$ cat config.mk
export PLATFORM = sky130hd
export DESIGN_NAME = imem_boot_loader
export DESIGN_NICKNAME = d
export VERILOG_FILES = /design/src/rtl/cpu_pkg.sv /design/src/rtl/imem_ram.sv /design/src/rtl/imem_boot_loader.sv
export SDC_FILE = /design/constraint.sdc
export NUM_CORES = 1
export LEC_CHECK = 0
export BUFFER_PORTS_ARGS = -buffer_cell sky130_fd_sc_hd__buf_2
export CORE_MARGIN = 2
export CORE_UTILIZATION = 45
export DETAILED_ROUTE_END_ITERATION = 8
export PLACE_DENSITY_LB_ADDON = 0.15
export SLEW_MARGIN = 20
export SYNTH_ARGS = -nofsm -noshare
export SYNTH_HDL_FRONTEND = slang
export SYNTH_SLANG_ARGS = --single-unit
$ cat constraint.sdc
create_clock -name clk -period 2.9 [get_ports clk]
set_clock_uncertainty 0.05 [all_clocks]
set_input_delay 0.29 -clock clk [delete_from_list [all_inputs] [get_ports clk]]
set_output_delay 0.29 -clock clk [all_outputs]
set_load 0.01 [all_outputs]
$ cat src/rtl/cpu_pkg.sv
// Shared constants and types for the instruction memory and its boot loader.
// Sized to match cpu_core's 6-bit program counter and 16-bit instruction word.
package cpu_pkg;

   localparam int ADDR_W = 6;
   localparam int DATA_W = 16;
   localparam int DEPTH  = 64;
   localparam int CNT_W  = 7;

   localparam logic [ADDR_W-1:0] LAST_ADDR = ADDR_W'(DEPTH - 1);
   localparam logic [DATA_W-1:0] NOP_WORD  = 16'h0000;

   typedef enum logic [1:0] {
      LOAD_HI,
      LOAD_LO,
      RUN
   } boot_state_t;

endpackage

$ cat src/rtl/imem_ram.sv
// Instruction RAM: DEPTH x DATA_W, one synchronous write port and one
// asynchronous read port so the single-cycle core fetches with zero latency.
module imem_ram
   import cpu_pkg::*;
(
   input  logic              clk,
   input  logic              we,
   input  logic [ADDR_W-1:0] waddr,
   input  logic [DATA_W-1:0] wdata,
   input  logic [ADDR_W-1:0] raddr,
   output logic [DATA_W-1:0] rdata
);

   // NOTE: the array has no reset; contents survive rst and start undefined, which keeps it mappable to RAM.
   logic [DATA_W-1:0] r_mem [DEPTH];

   always_ff @(posedge clk) begin
      if (we) begin
         r_mem[waddr] <= wdata;
      end
   end

   assign rdata = r_mem[raddr];

endmodule

$ cat src/rtl/imem_boot_loader.sv
// Boot loader FSM and byte packer: holds cpu_core in reset while a byte image
// is written into imem_ram, then releases the core and serves fetches.
module imem_boot_loader
   import cpu_pkg::*;
(
   input  logic              clk,
   input  logic              rst,
   input  logic              ld_valid,
   input  logic [7:0]        ld_data,
   input  logic              ld_last,
   output logic              ld_ready,
   input  logic              boot_start,
   input  logic [ADDR_W-1:0] pc_addr,
   output logic [DATA_W-1:0] instr_out,
   output logic              core_rst,
   output logic              load_done,
   output logic [CNT_W-1:0]  load_count
);

   boot_state_t       r_state;
   logic [7:0]        r_hi_byte;
   logic [ADDR_W-1:0] r_wr_addr;
   logic [CNT_W-1:0]  r_load_count;
   logic              r_core_rst;
   logic              r_ld_ready;
   logic              r_load_done;

   logic              w_xfer;
   logic              w_we;
   logic [DATA_W-1:0] w_wdata;
   logic [DATA_W-1:0] w_rdata;

   assign w_xfer  = ld_valid && r_ld_ready;
   // rst has priority, so an aborted low-byte transfer must not reach the RAM
   assign w_we    = w_xfer && (r_state == LOAD_LO) && !rst;
   assign w_wdata = {r_hi_byte, ld_data};

   imem_ram u_ram (
      .clk   (clk),
      .we    (w_we),
      .waddr (r_wr_addr),
      .wdata (w_wdata),
      .raddr (pc_addr),
      .rdata (w_rdata)
   );

   // NOTE: all state uses non-blocking assignments so every register samples pre-edge values.
   always_ff @(posedge clk) begin
      if (rst) begin
         r_state      <= LOAD_HI;
         r_hi_byte    <= 8'h00;
         r_wr_addr    <= '0;
         r_load_count <= '0;
         r_core_rst   <= 1'b1;
         r_ld_ready   <= 1'b1;
         r_load_done  <= 1'b0;
      end else begin
         case (r_state)
            LOAD_HI: begin
               if (w_xfer) begin
                  r_hi_byte <= ld_data;
                  r_state   <= LOAD_LO;
               end
            end
            LOAD_LO: begin
               if (w_xfer) begin
                  r_wr_addr    <= r_wr_addr + ADDR_W'(1);
                  r_load_count <= r_load_count + CNT_W'(1);
                  // The final word auto-terminates the load even without ld_last
                  if (ld_last || (r_wr_addr == LAST_ADDR)) begin
                     r_state     <= RUN;
                     r_core_rst  <= 1'b0;
                     r_load_done <= 1'b1;
                     r_ld_ready  <= 1'b0;
                  end else begin
                     r_state <= LOAD_HI;
                  end
               end
            end
            RUN: begin
               if (boot_start) begin
                  r_state      <= LOAD_HI;
                  r_core_rst   <= 1'b1;
                  r_load_done  <= 1'b0;
                  r_ld_ready   <= 1'b1;
                  r_wr_addr    <= '0;
                  r_load_count <= '0;
               end
            end
            default: begin
               r_state <= LOAD_HI;
            end
         endcase
      end
   end

   assign instr_out  = (r_state == RUN) ? w_rdata : NOP_WORD;
   assign ld_ready   = r_ld_ready;
   assign core_rst   = r_core_rst;
   assign load_done  = r_load_done;
   assign load_count = r_load_count;

endmodule

==> impl_metrics.ini <==
[layout]
drive_above_1_share = 0.3550
instances_no_fill = 3382
fillCellCount = 6850
area_growth_pct = 17.23
final_util = 0.5345
nNetsFinal = 2146
diodes = 0

[floorplan]
dieWidth_um = 303.7
initial_core_util = 0.4559
io_pins = 45
dieArea_um2 = 92230
placementRows = 109
core_um2 = 88650
fp.dieH_um = 303.7

[global_routing]
grt_max_degree = 52
grt_pass1_vias = 20280
grt_use_total = 0.2207
overflow = 0
grt_pass1_wl_um = 146000
antenna_found_initial = 2

[critical_path]
crit_path_end_kind = primary output
rr_startpoint = ld_ready
setup.worst_path.end = instr_out[13]
ff2ff_path_depth = 7
reg2reg_to = u_ram.r_mem[60][10]
setup.worst_path.class = register to primary output
critPathLaunch = u_ram.r_mem[32][13]
arrival_ps = 2900
path_max_fanout = 1
rrSetupSlack_ps = 230
crit_path_start_kind = register
worstPathRequired_ps = 2560

[drt]
drc = 0
drt-total-wl_um = 101500
num_vias = 19870
drtAntennaViolNets = 0
vias_per_cell = 5.874
drt_pass1_iterations = 5
first_iter_violations = 2298
wire_per_inst_um = 30.00

[sta]
worst_pin_slew_ps = 1043
min_period_ps = 3238
slew_viol_final = 0
hold_violations = 0
fmax_ghz = 0.3088
whs_ps = 111.8
worst_slack_ps = -338.0
rsz0062_at_grt = yes
max_slew_margin = 0.3045
finalSetupViolCount = 5
finalCritPeriodShare = 1.117

[logic_synthesis]
syn_inst = 1829
ys_ff_latch = 1049
ys_warn_count = 0
ys_types = 46
synth_nets = 1850
seq_area_frac_synth = 0.7732
syn-cell-area_um2 = 40420
syn_area_per_cell_um2 = 22.10

[clock_tree]
cts_tree = built
clock_latency_ps = 670
cts_sinks = 1049
cts_inserted_buffers = 107
h-tree-depth = 3
clk_path_buf_depth = 3
cts_root_buffer = clkbuf_16
clk_pin_slew_worst_paths_ps = 60

[place]
dp.cells = 3177
place_hpwl_um = 62950
port_buffers = 44
place.gp.congestion = 0.7928

[outcome]
violations = setup timing
status = finished with violations

[power_and_ir_drop]
irDropWorstVdd_v = 0.0004639
p_total_mw = 31.52
p_per_area_nw_per_um2 = 665.3
power_leakage_nw = 15.41

[hold_path]
hp-class = input pin to register

[run]
drv_cap = 0
critical path, stage by stage (launching register included):
cell and delay [ps]:
edfxtp_1 370, mux4_2 500, mux4_2 510, o211ai_1 470, o41ai_1 200, buf_2 180
cell usage in the layout (no fill, tap or decap), drive strengths merged, types with 6 or more instances in the layout:
| cell | n |
|---|---|
| o41ai | 8 |
| edfxtp | 1024 |
| nor2b | 28 |
| inv | 7 |
| o31ai | 6 |
| o21ai | 8 |
| mux2 | 10 |
| nor2 | 111 |
| buf | 278 |
| nand2b | 6 |
| a21oi | 20 |
| dfxtp | 25 |
| a221oi | 6 |
| nand3b | 6 |
| o211ai | 6 |
| a211oi | 10 |
| nor3 | 17 |
| nand3 | 17 |
| xor2 | 8 |
| o22ai | 41 |
| clkinv | 62 |
| mux2i | 47 |
| bufinv | 6 |
| mux4 | 268 |
| nand2 | 35 |
| clkbuf | 127 |
logic make-up (layout without fill, tap and decap cells):
logic type	count (synthesis)	after routing	share of synthesized area
AND/OR/NAND/NOR	237	237	0.02721
buffers and inverters	98	486	0.01560
XOR/XNOR	9	9	0.001950
multiplexers	325	325	0.1638
adder cells (fa/ha/maj)	2	2	0.0006190
AO/OA/AOI/OAI	109	109	0.01771
flip-flops	1049	1049	0.7732
cell usage after synthesis (all sizes together):
master | number | area, um^2
nand2b | 6 | 37.54
and2 | 2 | 12.52
or2 | 2 | 12.51
clkbuf | 23 | 86.33
nor2b | 28 | 175.2
mux2i | 47 | 470.5
a21oi | 20 | 100.1
nand3b | 6 | 45.04
a221oi | 6 | 52.55
or3 | 3 | 18.77
or3b | 3 | 26.28
inv | 3 | 11.26
xnor2 | 1 | 8.760
nor3 | 17 | 90.09
o22ai | 41 | 256.5
nor3b | 2 | 15.01
o21ai | 8 | 40.04
ha | 2 | 25.02
and3 | 1 | 6.260
mux2 | 10 | 112.6
nand3 | 17 | 85.08
o31ai | 6 | 45.04
o211ai | 6 | 45.04
edfxtp | 1024 | 30750
a31oi | 1 | 6.260
nand4b | 1 | 8.760
o41ai | 8 | 70.07
buf | 72 | 533.0
dfxtp | 25 | 500.5
a211oi | 10 | 75.07
nor2 | 111 | 416.7
a21o | 1 | 7.510
mux4 | 268 | 6036
o21a | 1 | 7.510
nand2 | 35 | 131.4
a221o | 1 | 10.01
xor2 | 8 | 70.07
nand4 | 3 | 18.77
worst min-delay path by stage:
stage / from / endpoint / slack (ps) / cells after the start
2_1_floorplan: rst / load_count[1] / 310 / 1
4_1_cts: ld_last / r_state[1] / 60 / 4
3_3_place_gp: load_done / load_done / 390 / 2
5_1_grt: ld_last / r_state[1] / 100 / 4
6_report: ld_last / r_state[1] / 110 / 4
3_5_place_dp: load_done / load_done / 400 / 2
per-layer routing:
metal,share of wire,global-route usage,up-vias
met5,0,0,-
met4,0.019,0.04732,0
met3,0.066,0.04258,117
met2,0.48,0.3462,682
met1,0.44,0.3252,10780
li1,-,-,8285
where the power goes:
part | leakage, nW | internal, mW | total, mW | switching, mW
Clock | 1.62 | 7.35 | 13.0 | 5.66
Sequential | 9.59 | 16.8 | 16.9 | 0.131
Combinational | 4.20 | 0.681 | 1.63 | 0.950
flip-flops by register name (all words and copies together), names as in the netlist:
name         count
ld_ready         1
load_count       7
load_done        1
r_hi_byte        8
r_state          2
r_wr_addr        6
u_ram.r_mem   1024
timing repair:
action	in CTS	in global routing
gates resized for setup	43	19
pin swaps	5	4
endpoints found under the hold margin	13	0
setup buffers	1	0
cloned	0	0
endpoints found under the setup margin	16	16
hold buffers	3	0
through the flow:
| stage | instance area [um^2] | setup TNS (ps) | worst slack, ps |
|---|---|---|---|
| floorplan | 40420 | 0 | 360.4 |
| global placement | 43740 | -151.5 | -80.12 |
| detailed placement | 43740 | -202.1 | -82.72 |
| CTS | 47300 | -1077 | -390.7 |
| global route | 47380 | -1213 | -359.7 |
| finish | 47380 | -756.2 | -338.0 |
layout make-up:
type	count	area, um^2	area share
Sequential cell	1049	31260	0.6598
Inverter	3	11.26	0.0002377
Clock buffer	126	2770	0.05846
Multi-Input combinational cell	682	8894	0.1877
Clock inverter	75	535.5	0.01130
Tap cell	1165	1458	0.03076
Timing Repair Buffer	282	2454	0.05178
Note: power is estimated with default switching activity, not from simulation.
